File: src/rtl/screen_raster_unshifter_pkg.sv
// Shared definitions for the screen-space raster unshifter and its
// companion origin-shift stage: screen geometry, the signed Q11.10
// coordinate type, the screen-centre constants and the scan FSM states.
package screen_raster_unshifter_pkg;

    localparam int SCR_W   = 640;
    localparam int SCR_H   = 480;
    localparam int FRAC    = 10;
    localparam int COORD_W = 21;

    typedef logic signed [COORD_W-1:0] coord_t;

    // Screen centre in Q11.10: 320.0 and 240.0.
    localparam coord_t CENTER_X = 21'sh050000;
    localparam coord_t CENTER_Y = 21'sh03c000;

    typedef enum logic [1:0] {
        ST_IDLE,
        ST_CLAMP,
        ST_SCAN,
        ST_DONE
    } state_t;

endpackage

File: src/rtl/screen_raster_unshifter_coord_clamp.sv
// Combinational floor-and-clamp of one signed Q11.10 coordinate.
//   v    : Q11.10 input coordinate
//   flr  : floor(v) as a signed integer (same width as v)
//   pix  : floor(v) clamped to [0, LIMIT]
module screen_raster_unshifter_coord_clamp
    import screen_raster_unshifter_pkg::*;
#(
    parameter int LIMIT  = SCR_W - 1,
    parameter int PW     = 10,
    parameter int FRAC_B = FRAC
) (
    input  coord_t          v,
    output coord_t          flr,
    output logic [PW-1:0]   pix
);

    // Arithmetic shift floors toward minus infinity for negative values.
    assign flr = v >>> FRAC_B;

    always_comb begin
        pix = flr[PW-1:0];
        if (flr[COORD_W-1]) begin
            pix = '0;
        end else if (flr > coord_t'(LIMIT)) begin
            pix = PW'(LIMIT);
        end
    end

endmodule

File: src/rtl/screen_raster_unshifter.sv
// Screen raster unshifter: clamps a Q11.10 screen-space bounding box to the
// screen, walks every covered pixel in raster order and streams the integer
// pixel coordinate plus the re-centred Q11.10 sample position over a
// valid/ready handshake.
//   clk, rst            : clock, synchronous active-high reset
//   start               : begin a scan (honoured only when idle)
//   bb_xmin..bb_ymax    : inclusive box, signed Q11.10
//   out_ready           : downstream accepts the current beat
//   out_valid, out_last : beat present / final pixel of the box
//   pix_x, pix_y        : integer screen coordinate of the beat
//   cen_x, cen_y        : Q11.10 sample position relative to screen centre
//   busy, done          : scan in progress / one-cycle end-of-scan pulse
module screen_raster_unshifter
    import screen_raster_unshifter_pkg::*;
#(
    parameter int CENTER_SAMPLE = 1
) (
    input  logic        clk,
    input  logic        rst,
    input  logic        start,
    input  logic [20:0] bb_xmin,
    input  logic [20:0] bb_xmax,
    input  logic [20:0] bb_ymin,
    input  logic [20:0] bb_ymax,
    input  logic        out_ready,
    output logic        out_valid,
    output logic [9:0]  pix_x,
    output logic [8:0]  pix_y,
    output logic [20:0] cen_x,
    output logic [20:0] cen_y,
    output logic        out_last,
    output logic        busy,
    output logic        done
);

    state_t state;

    coord_t box_x0, box_x1, box_y0, box_y1;
    coord_t flr_x0, flr_x1, flr_y0, flr_y1;
    logic [9:0] xmin_c, xmax_c;
    logic [8:0] ymin_c, ymax_c;
    logic       empty;

    // (pix - half) << FRAC, plus half a pixel when sampling at the centre.
    // Done in one extra bit so the subtraction never wraps before truncation.
    function automatic coord_t centre(input logic [9:0] p, input int half);
        logic signed [COORD_W:0] t;
        t = ($signed({{(COORD_W-9){1'b0}}, p}) - (COORD_W+1)'(half)) <<< FRAC;
        if (CENTER_SAMPLE != 0) begin
            t = t + (COORD_W+1)'(1 << (FRAC-1));
        end
        return t[COORD_W-1:0];
    endfunction

    screen_raster_unshifter_coord_clamp #(.LIMIT(SCR_W-1), .PW(10)) u_clamp_x0 (
        .v(box_x0), .flr(flr_x0), .pix(xmin_c)
    );
    screen_raster_unshifter_coord_clamp #(.LIMIT(SCR_W-1), .PW(10)) u_clamp_x1 (
        .v(box_x1), .flr(flr_x1), .pix(xmax_c)
    );
    screen_raster_unshifter_coord_clamp #(.LIMIT(SCR_H-1), .PW(9)) u_clamp_y0 (
        .v(box_y0), .flr(flr_y0), .pix(ymin_c)
    );
    screen_raster_unshifter_coord_clamp #(.LIMIT(SCR_H-1), .PW(9)) u_clamp_y1 (
        .v(box_y1), .flr(flr_y1), .pix(ymax_c)
    );

    // Inverted in pixel space, or lying wholly beyond one screen edge. Once
    // neither holds, clamping cannot invert the box.
    assign empty = (flr_x0 > flr_x1) || (flr_y0 > flr_y1)
                || (flr_x0 > coord_t'(SCR_W-1)) || flr_x1[COORD_W-1]
                || (flr_y0 > coord_t'(SCR_H-1)) || flr_y1[COORD_W-1];

    always_ff @(posedge clk) begin
        if (rst) begin
            state     <= ST_IDLE;
            out_valid <= 1'b0;
            out_last  <= 1'b0;
            busy      <= 1'b0;
            done      <= 1'b0;
            pix_x     <= '0;
            pix_y     <= '0;
        end else begin
            case (state)
                ST_IDLE: begin
                    done <= 1'b0;
                    if (start) begin
                        box_x0 <= $signed(bb_xmin);
                        box_x1 <= $signed(bb_xmax);
                        box_y0 <= $signed(bb_ymin);
                        box_y1 <= $signed(bb_ymax);
                        busy   <= 1'b1;
                        state  <= ST_CLAMP;
                    end
                end
                ST_CLAMP: begin
                    if (empty) begin
                        done  <= 1'b1;
                        state <= ST_DONE;
                    end else begin
                        pix_x     <= xmin_c;
                        pix_y     <= ymin_c;
                        out_valid <= 1'b1;
                        out_last  <= (xmin_c == xmax_c) && (ymin_c == ymax_c);
                        state     <= ST_SCAN;
                    end
                end
                ST_SCAN: begin
                    if (out_ready) begin
                        if (out_last) begin
                            out_valid <= 1'b0;
                            out_last  <= 1'b0;
                            done      <= 1'b1;
                            state     <= ST_DONE;
                        end else if (pix_x == xmax_c) begin
                            pix_x    <= xmin_c;
                            pix_y    <= pix_y + 9'd1;
                            out_last <= (xmin_c == xmax_c) && ((pix_y + 9'd1) == ymax_c);
                        end else begin
                            pix_x    <= pix_x + 10'd1;
                            out_last <= ((pix_x + 10'd1) == xmax_c) && (pix_y == ymax_c);
                        end
                    end
                end
                ST_DONE: begin
                    done  <= 1'b0;
                    busy  <= 1'b0;
                    state <= ST_IDLE;
                end
                default: begin
                    state <= ST_IDLE;
                end
            endcase
        end
    end

    // Gated by out_valid so the centred outputs read zero outside a beat.
    assign cen_x = out_valid ? centre(pix_x, SCR_W/2) : '0;
    assign cen_y = out_valid ? centre({1'b0, pix_y}, SCR_H/2) : '0;

endmodule

File: config.mk
export PLATFORM = sky130hd
export DESIGN_NAME = screen_raster_unshifter
export DESIGN_NICKNAME = d
export VERILOG_FILES = /design/src/rtl/screen_raster_unshifter_pkg.sv /design/src/rtl/screen_raster_unshifter_coord_clamp.sv /design/src/rtl/screen_raster_unshifter.sv
export SDC_FILE = /design/constraint.sdc
export NUM_CORES = 1
export LEC_CHECK = 0
export BUFFER_PORTS_ARGS = -buffer_cell sky130_fd_sc_hd__buf_4
export CAP_MARGIN = 25
export CORE_ASPECT_RATIO = 0.7
export CORE_MARGIN = 1.5
export CORE_UTILIZATION = 54
export CTS_CLUSTER_SIZE = 10
export DETAILED_ROUTE_END_ITERATION = 16
export HOLD_SLACK_MARGIN = 0.05
export PLACE_DENSITY = 0.82
export SLEW_MARGIN = 40
export SYNTH_ARGS = -nofsm -noshare
export SYNTH_HDL_FRONTEND = slang
export SYNTH_SLANG_ARGS = --single-unit
File: constraint.sdc
create_clock -name clk -period 4.4 [get_ports clk]
set_clock_uncertainty 0.15 [all_clocks]
set_input_delay 0.66 -clock clk [delete_from_list [all_inputs] [get_ports clk]]
set_output_delay 0.66 -clock clk [all_outputs]
set_load 0.01 [all_outputs]
==> summary.txt, run 1 <==
Power
  • Worst VDD drop: 0.357 mV
  • P_sw: about 1.3 mW
  • Cell internal pwr: 1.87 mW
  • Switching part of the total: 41.9%
  • Seq pwr share: about a third
  • LEAKAGE: ~2.7 nW
  • Combinational power share: 43.1%
  • Clk pwr share: a little under a quarter
  • Power Density: a little under 500 nW/um^2

Synthesis
  • Share of the yosys chip area belonging to registers: 32.6%
  • Register bit total from synthesis: just under 70
  • Synth cell types: between 70 and 80
  • Ys flop type: edfxtp_1
  • Avg Inst Size Synth: roughly 8.5 um^2
  • Post-synth top area cell: edfxtp_1
  • Post-Syn Instances: around 660
  • Top cells by area, synth: edfxtp_1 24%, dfxtp_1 9.0%, ha_1 6.9%
  • Cell Area, Synth: roughly 5600 um^2
  • EDFF count, synth: 44
  • Asr flop ratio synth: 0%
  • Synth Warn #: 0
  • Share of Yosys cell area claimed by the top area cell type: 23.7%

Setup path
  • Slowest CP cell: edfxtp_1
  • CP Data Required Time: 4450 ps
  • CP Class: register to register
  • Buffers and inverters on the worst path: 1
  • Delay-heaviest family, CP: compound AO/OA/AOI/OAI gates
  • CP max FO: 17
  • Worst path cell trace: inv_2 > ha_1 > and4_1 > and3_1 > a41o_1 > a31oi_1 > a311oi_4 > o21ai_1 > or2_0 > o32ai_1
  • Arrival @ worst endpoint: between 3000 and 4000 ps
  • Crit path launch type: register
  • CP peak stage delay: 720 ps
  • CP endpoint kind: register

Cells and area
  • Synth-to-layout area growth: 18.4%
  • Layout cells sized above 1: 18.8%
  • Final cell count without fillers: approximately 860
  • ANT cells: 0
  • Nets@finish: about 850
  • FILL cells: ~850

Hold path
  • Min-Delay Path Class: primary input to register

CTS
  • TritonCTS clock tree: done
  • CTS Buf Count: 9
  • Hold buffer count at cts: 0
  • Post-CTS sizing: 0
  • # H-tree levels: 3
  • Setup Fix Bufs, Post-CTS: 0
  • Clk buf depth: 2
  • Sink Count: 69
  • CTS clk-pin slew, worst paths: ~70 ps
  • Clock root buffer: clkbuf_16
  • Clk_lat worst skew: approximately 350 ps

Die
  • Die height: a little under 90 um
  • Die X: approximately 120 um
  • I/O pin count: 153
  • Cell Rows: 30
  • Initial Util: 56.6%
  • Die area: 11,000 um^2
  • Core footprint: ~10000 um^2

STA
  • # setup viols final: 0
  • Worst slew pin tran: between 800 and 900 ps
  • Slew Viols, Final: 0
  • Slew HR: 44.9%
  • Hold Fails Final Rpt: 0
  • Minimum clock period: about 3600 ps
  • Hold Slack: approximately 330 ps
  • RSZ-0062 raised after global routing: no
  • Final worst-path cycle share: about 82%
  • TNS Setup: 0 ps
  • Max Freq: between 0.2 and 0.3 GHz

Placement
  • Inst Count DP: ~850
  • Gpl congestion: ~0.94
  • Post-DP HPWL: 12.2 mm
  • Input/output buffers: 94

Detailed routing
  • Starting DRT DRC Count: ~660
  • Total Routed Length: between 15 and 20 mm
  • ANT nets after route: 0
  • DR vias/cell: 6.25
  • Drt wl/cell: 18.8 um
  • DRC Markers: 0
  • Pre-antenna DRT Iters: 6
  • Vias: roughly 5,400

GRT
  • Congestion Overflow GR: 0
  • First-pass GRT wire length: approximately 25 mm
  • Vias in the first global route: between 4,000 and 5,000
  • Largest net degree at the start of global routing: 30
  • Initial antenna violation count: 0
  • Total GRT Usage: 29.3%

Job
  • Max_cap viols: 0

Status
  • Run status: finished, final reports clean
==> power by group through the flow <==
stage / logic (mW) / registers (mW) / clock network (mW)
6_report: 1.39 / 1.07 / 0.759
5_1_grt: 1.51 / 1.09 / 0.789
4_1_cts: 1.37 / 1.06 / 0.764
3_5_place_dp: 1.36 / 1.07 / 0
3_3_place_gp: 1.30 / 1.06 / 0
2_1_floorplan: 1.01 / 0.966 / 0
==> final cells by class <==
class                   count  area [um^2]  area share [%]
clock inverters             7         83.8            1.27
multi-input cells         506         3380            51.1
flip-flops and latches     69         1820            27.6
inverters                  43          161            2.44
clock buffers               9          225            3.41
repair buffers            100          778            11.8
well taps                 128          160            2.42
==> sequential cells by signal, indices dropped and copies added, names as in the netlist <==
register and flops:
box_y0 11, done 1, state 2, box_x1 11
box_x0 11, out_last 1, pix_y 9, out_valid 1
box_y1 11, pix_x 10, busy 1
==> through the flow <==
step / power [mW] / utilization [%] / cell area [um^2] / setup WS, ps
2_1_floorplan: 1.98 / - / 5650 / 882
3_3_place_gp: 2.36 / 63.3 / 6250 / 1010
3_5_place_dp: 2.43 / 63.8 / 6300 / 936
4_1_cts: 3.19 / 67.0 / 6610 / 913
5_1_grt: 3.39 / 67.0 / 6610 / 611
6_report: 3.22 / 67.0 / 6610 / 806
==> final timing paths <==
path / cells past startpoint / from / slack, ps / end
setup / recovery: 10 / box_x1[20] / 810 / pix_x[7]
hold / removal: 1 / bb_xmin[20] / 330 / box_x0[20]
setup reg to reg: 10 / box_x1[20] / 810 / pix_x[7]
hold reg to reg: 2 / busy / 340 / busy
==> kinds of logic after synthesis <==
family	count (synthesis)	synth area share, %
DFF	69	32.6
muxes	12	2.20
and+or+nand+nor	230	21.3
adders and majority gates	31	6.95
xor gates and xnor gates	37	6.18
other	1	0.0672
AOI/OAI and AO/OA	178	22.5
buffers and inverters	97	8.22
==> Yosys cell counts (5+ instances only) <==
cell / number
nor2_1: 59
a21oi_1: 57
edfxtp_1: 44
inv_1: 42
nand2_1: 39
ha_1: 31
xnor2_1: 29
nand3_1: 28
clkbuf_1: 26
dfxtp_1: 25
buf_4: 22
o21ai_0: 19
nand4_1: 18
and2_1: 17
nor3_1: 17
nor2b_1: 11
mux2i_1: 10
o31ai_1: 10
o32ai_1: 10
a31oi_1: 8
a21o_1: 7
o21a_1: 6
xor2_1: 6
and3_1: 5
o21ai_1: 5
o21bai_1: 5
==> per-layer routing <==
layer  vias up  share of wire, %  global-route usage, %
li1       2533                 -                      -
met5         -                 0                      0
met3        26                11                   7.51
met4         0               1.6                   8.25
met1      2503                47                   43.7
met2       329                41                   41.8
==> cell usage in the layout, fill, tap and decap left out, types with 9 or more instances in the layout <==
cell type  instances
o21ai_0           19
xnor2_1           29
o32ai_1           10
and2_1            17
nor2b_1           10
o31ai_1           10
nor3_1            17
nand3_1           28
inv_1             42
ha_1              30
buf_4             98
nor2_1            58
mux2i_1           10
a21oi_1           57
clkbuf_16          9
nand2_1           39
dfxtp_1           25
nand4_1           18
conb_1            18
edfxtp_1          44
No activity file was read; power rests on OpenSTA's default activity.
==> run 2, diff against run 1 <==
==> constraint.sdc (replaced) <==
create_clock -name clk -period 3.7 [get_ports clk]
set_clock_uncertainty 0.15 [all_clocks]
set_input_delay 0.555 -clock clk [delete_from_list [all_inputs] [get_ports clk]]
set_output_delay 0.555 -clock clk [all_outputs]
set_load 0.01 [all_outputs]
==> summary.txt, run 2 (same netlist as run 1, synthesis figures left out) <==
Die
  • Initial Util: 56.6% (unchanged)
  • Core footprint: 9870 um^2 (unchanged)
  • Die area: 11,000 um^2 (unchanged)
  • Die X: 125 um (unchanged)
  • Cell Rows: 30 (unchanged)
  • Die height: 88.1 um (unchanged)
  • I/O pin count: 153 (unchanged)

CTS
  • CTS clk-pin slew, worst paths: 60 ps (about the same)
  • CTS Buf Count: 9 (unchanged)
  • Hold buffer count at cts: 0 (unchanged)
  • Clock root buffer: clkbuf_16
  • Clk buf depth: 2 (unchanged)
  • Setup Fix Bufs, Post-CTS: 0 (unchanged)
  • Clk_lat worst skew: 340 ps (about the same)
  • Post-CTS sizing: 0 (unchanged)
  • # H-tree levels: 3 (unchanged)
  • Sink Count: 69 (unchanged)
  • TritonCTS clock tree: done

STA
  • Minimum clock period: 3330 ps (-265 ps)
  • Final worst-path cycle share: 90.0% (+8.3 points)
  • RSZ-0062 raised after global routing: no
  • Hold Fails Final Rpt: 0 (unchanged)
  • TNS Setup: 0 ps (unchanged)
  • Slew HR: 46.0% (+1.1 points)
  • Max Freq: 0.300 GHz (+8.0%)
  • Slew Viols, Final: 0 (unchanged)
  • # setup viols final: 0 (unchanged)
  • Worst slew pin tran: 799 ps (-16.9 ps)

Setup path
  • CP max FO: 10 (-7)
  • Setup slack, reg-to-reg: 370 ps (-430 ps)
  • CP Data Required Time: 3790 ps (-660 ps)
  • FF-to-FF path depth: 10 (unchanged)
  • Worst path cell trace: inv_1 > ha_1 > and4_1 > and3_1 > a41o_1 > a31oi_1 > a311oi_4 > nor2_1 > o22ai_1 > a221oi_1
  • CP peak stage delay: 550 ps (-170 ps)
  • CP endpoint kind: register
  • Crit path launch type: register
  • Arrival @ worst endpoint: 3420 ps (-220 ps)
  • CP Class: register to register
  • Reg2reg end: state[0]
  • Slowest CP cell: edfxtp_1
  • Reg2reg start: box_x1[19]

GRT
  • First-pass GRT wire length: 24.6 mm (-2.8%)
  • Largest net degree at the start of global routing: 30 (unchanged)
  • Total GRT Usage: 28.4% (-0.84 points)
  • Initial antenna violation count: 0 (unchanged)
  • Congestion Overflow GR: 0 (unchanged)
  • Vias in the first global route: 4,745 (+0.47%)

Detailed routing
  • Drt wl/cell: 18.3 um (-2.6%)
  • Pre-antenna DRT Iters: 5 (-1)
  • ANT nets after route: 0 (unchanged)
  • DR vias/cell: 6.28 (+0.47%)
  • Total Routed Length: 15.9 mm (-1.9%)
  • Vias: 5,454 (+1.2%)
  • Starting DRT DRC Count: 754 (+14%)
  • DRC Markers: 0 (unchanged)

Placement
  • Dpl cell area: 6320 um^2 (+0.32%)
  • Gpl congestion: 0.923 (-1.3%)
  • Input/output buffers: 94 (unchanged)
  • Post-DP HPWL: 12.0 mm (-1.4%)

Cells and area
  • Most frequent cells in the layout: 105 x buf_4, 58 x nor2_1, 57 x a21oi_1, 44 x edfxtp_1, 42 x inv_1
  • Commonest non-fill, non-tap cell in the layout: buf_4
  • Layout cells sized above 1: 18.9% (+0.12 points)
  • Synth-to-layout area growth: 18.8%
  • Nets@finish: 854 (+0.71%)
  • ANT cells: 0 (unchanged)
  • Fin area: 6640 um^2 (+0.38%)

Hold path
  • Min-Delay Path Class: primary input to register
  • Hold Path Depth: 1 (unchanged)
  • Hold worst-path end: box_y0[13]
  • Hold wc startpoint: bb_ymin[13]

Status
  • Run status: finished, final reports clean

Power
  • Worst VDD drop: 0.370 mV (+3.7%)
  • LEAKAGE: 2.73 nW (+1.0%)
  • Power Density: 578 nW/um^2 (+19%)

Job
  • Max_cap viols: 0 (unchanged)
-- run 2: through the flow --
stage / power (mW) / instances / hold WS [ps] / setup slack [ps] / util [%]
2_1_floorplan: 2.35 / 672 / 331 / 287 / -
3_3_place_gp: 2.83 / 851 / 321 / 612 / 63.9
3_5_place_dp: 2.89 / 852 / 336 / 460 / 64.0
4_1_cts: 3.82 / 868 / 234 / 433 / 67.2
5_1_grt: 4.06 / 868 / 229 / 205 / 67.2
6_report: 3.84 / 868 / 242 / 371 / 67.2
-- run 2: power breakdown --
part / switching, mW / internal, mW / leakage (nW) / total [mW]
logic: 0.945 / 0.712 / 1.97 / 1.66
clock network: 0.334 / 0.586 / 0.151 / 0.920
registers: 0.278 / 0.982 / 0.610 / 1.26
total: 1.56 / 2.28 / 2.73 / 3.84
-- run 2: cell type report --
type                    count  area, um^2
clock buffers               9         225
repair buffers            106         803
well taps                 128         160
flip-flops and latches     69        1820
fillers                   826        3240
clock inverters             7        88.8
multi-input cells         506        3370
inverters                  43         161
-- run 2: layer usage --
metal | track usage [%] | up-vias | share of wire (%)
li1 | - | 2534 | -
met1 | 42.8 | 2599 | 48
met2 | 41.6 | 308 | 41
met3 | 6.35 | 13 | 10
met5 | 0 | - | 0
met4 | 6.37 | 0 | 0.96
-- run 2: worst max path at each step --
stage / startpoint / cells past startpoint / to / slack [ps]
3_3_place_gp: box_x1[20] / 10 / state[0] / 610
2_1_floorplan: rst / 3 / box_x0[10] / 290
5_1_grt: box_y1[20] / 9 / out_last / 200
4_1_cts: box_x1[19] / 10 / state[0] / 430
6_report: box_x1[19] / 10 / state[0] / 370
3_5_place_dp: box_y1[20] / 9 / pix_y[0] / 460
-- run 2: critical path: cells and delay by family, from the launching register on --
family | cells | cell delay (ps)
AND/OR/NAND/NOR | 3 | 910
adder cells (fa/ha/maj) | 1 | 320
flip-flops | 1 | 550
buffers and inverters | 1 | 140
AO/OA/AOI/OAI | 5 | 1170
==> run 3, diff against run 2 <==
==> constraint.sdc (replaced) <==
create_clock -name clk -period 3.3 [get_ports clk]
set_clock_uncertainty 0.15 [all_clocks]
set_input_delay 0.495 -clock clk [delete_from_list [all_inputs] [get_ports clk]]
set_output_delay 0.495 -clock clk [all_outputs]
set_load 0.01 [all_outputs]
==> summary.txt, run 3 (same netlist as run 1, synthesis figures left out) <==
Cells and area
  • Commonest non-fill, non-tap cell in the layout: buf_4
  • ANT cells: 0 (unchanged)
  • Synth-to-layout area growth: 20.2%
  • Final cell count without fillers: 878 (+1.2%)
  • Nets@finish: 864 (+1.2%)
  • Final Util: 68.0% (+0.77 points)
  • Most frequent cells in the layout: 115 x buf_4, 57 x a21oi_1, 57 x nor2_1, 44 x edfxtp_1, 42 x inv_1
  • FILL cells: 799 (-3.3%)
  • Layout cells sized above 1: 20.5% (+1.6 points)

Setup path
  • CP peak stage delay: 520 ps (-30 ps)
  • Crit path launch type: register
  • CP Data Required Time: 3390 ps (-400 ps)
  • CP max FO: 8 (-2)
  • CP Class: register to register
  • Slowest CP cell: edfxtp_1
  • Buffers and inverters on the worst path: 1 (unchanged)
  • Delay-heaviest family, CP: compound AO/OA/AOI/OAI gates
  • Arrival @ worst endpoint: 3180 ps (-240 ps)
  • Worst path cell trace: ha_1 > and4_1 > and3_1 > a41o_1 > a31oi_1 > a311oi_4 > buf_12 > nor2_2 > o22ai_1 > a221oi_1
  • CP endpoint kind: register

Die
  • Die X: 125 um (unchanged)
  • Die area: 11,000 um^2 (unchanged)
  • Initial Util: 56.6% (unchanged)
  • I/O pin count: 153 (unchanged)
  • Die height: 88.1 um (unchanged)
  • Core footprint: 9870 um^2 (unchanged)
  • Cell Rows: 30 (unchanged)

Detailed routing
  • Starting DRT DRC Count: 710 (-5.8%)
  • Total Routed Length: 16.2 mm (+2.1%)
  • Vias: 5,379 (-1.4%)
  • Pre-antenna DRT Iters: 5 (unchanged)
  • ANT nets after route: 0 (unchanged)
  • DR vias/cell: 6.13 (-2.5%)
  • Drt wl/cell: 18.5 um (+0.94%)
  • DRC Markers: 0 (unchanged)

Placement
  • Input/output buffers: 94 (unchanged)
  • Gpl congestion: 0.942 (+2.1%)
  • Dpl ws: 22.6 ps (-438 ps)
  • Post-DP HPWL: 12.0 mm (+0.11%)
  • Inst Count DP: 859 (+0.82%)

Power
  • LEAKAGE: 2.77 nW (+1.5%)
  • Worst VDD drop: 0.363 mV (-1.9%)
  • Power Density: 640 nW/um^2 (+11%)
  • Power Total: 4.29 mW (+12%)

GRT
  • Congestion Overflow GR: 0 (unchanged)
  • Total GRT Usage: 29.3% (+0.83 points)
  • Largest net degree at the start of global routing: 45 (+50%)
  • Initial antenna violation count: 0 (unchanged)
  • First-pass GRT wire length: 25.2 mm (+2.4%)
  • Vias in the first global route: 4,783 (+0.80%)

STA
  • Slew HR: 50.7% (+4.7 points)
  • Worst slew pin tran: 738 ps (-60.5 ps)
  • RSZ-0062 raised after global routing: no
  • Slew Viols, Final: 0 (unchanged)
  • Max Freq: 0.323 GHz (+7.6%)
  • Worst Setup Slack, final: 205 ps (-166 ps)
  • Minimum clock period: 3090 ps (-234 ps)
  • TNS Setup: 0 ps (unchanged)
  • Final worst-path cycle share: 93.8% (+3.8 points)
  • Hold Fails Final Rpt: 0 (unchanged)
  • # setup viols final: 0 (unchanged)

Job
  • Max_cap viols: 0 (unchanged)

CTS
  • Clk buf depth: 2 (unchanged)
  • # H-tree levels: 3 (unchanged)
  • TritonCTS clock tree: done
  • Sink Count: 69 (unchanged)
  • Clock root buffer: clkbuf_16
  • CTS clk-pin slew, worst paths: 60 ps (about the same)
  • Hold buffer count at cts: 0 (unchanged)
  • Clk_lat worst skew: 340 ps (about the same)
  • CTS Buf Count: 9 (unchanged)

Hold path
  • Min-Delay Path Class: primary input to register

Status
  • Run status: finished, final reports clean
-- run 3: worst reg2reg max path, stage by stage, from the launching register on --
cell and delay [ps]:
edfxtp_1 520, ha_1 380, and4_1 230, and3_1 180, a41o_1 240, a31oi_1 320
a311oi_4 100, buf_12 160, nor2_2 280, o22ai_1 170, a221oi_1 260
-- run 3: layout make-up --
class                           instances  area, um^2  share of cell area (%)
Inverter                               43         161                    2.40
Clock buffer                            9         225                    3.36
Multi-Input combinational cell        506        3380                    50.4
Sequential cell                        69        1820                    27.1
Timing Repair Buffer                  116         883                    13.2
Clock inverter                          7        75.1                    1.12
Tap cell                              128         160                    2.39
-- run 3: what timing repair did --
action,CTS,global route
resized for setup,1,1
endpoints found under the setup margin,1,15
setup buffers,0,3
pin swaps,0,1
-- run 3: routing by layer --
| layer | global-route usage (%) | share of wire [%] | vias up | wire [um] |
|---|---|---|---|---|
| met1 | 42.9 | 46 | 2510 | 7500 |
| met4 | 5.64 | 0.86 | 0 | 140 |
| met3 | 7.64 | 11 | 18 | 1830 |
| met2 | 43.8 | 42 | 302 | 6770 |
| met5 | 0 | 0 | - | 0 |
| li1 | - | - | 2549 | - |
-- run 3: through the flow --
step | hold WS, ps | instance area (um^2)
after floorplan | 331 | 5650
after global placement | 326 | 6370
after detailed placement | 336 | 6370
after CTS | 172 | 6670
after global routing | 169 | 6710
final | 179 | 6710
-- run 3: final timing paths --
kind	slack, ps	depth (start not counted)	from	end
worst max register to register	210	10	box_x0[20]	state[0]
worst min register to register	340	2	busy	busy
worst min-delay path	180	1	bb_ymin[11]	box_y0[11]
worst max-delay path	210	10	box_x0[20]	state[0]
-- run 3: power by group --
| part | total [mW] | internal, mW | switching (mW) |
|---|---|---|---|
| clock network | 0.989 | 0.588 | 0.401 |
| registers | 1.37 | 1.10 | 0.273 |
| logic | 1.93 | 0.815 | 1.12 |
| total | 4.29 | 2.50 | 1.79 |
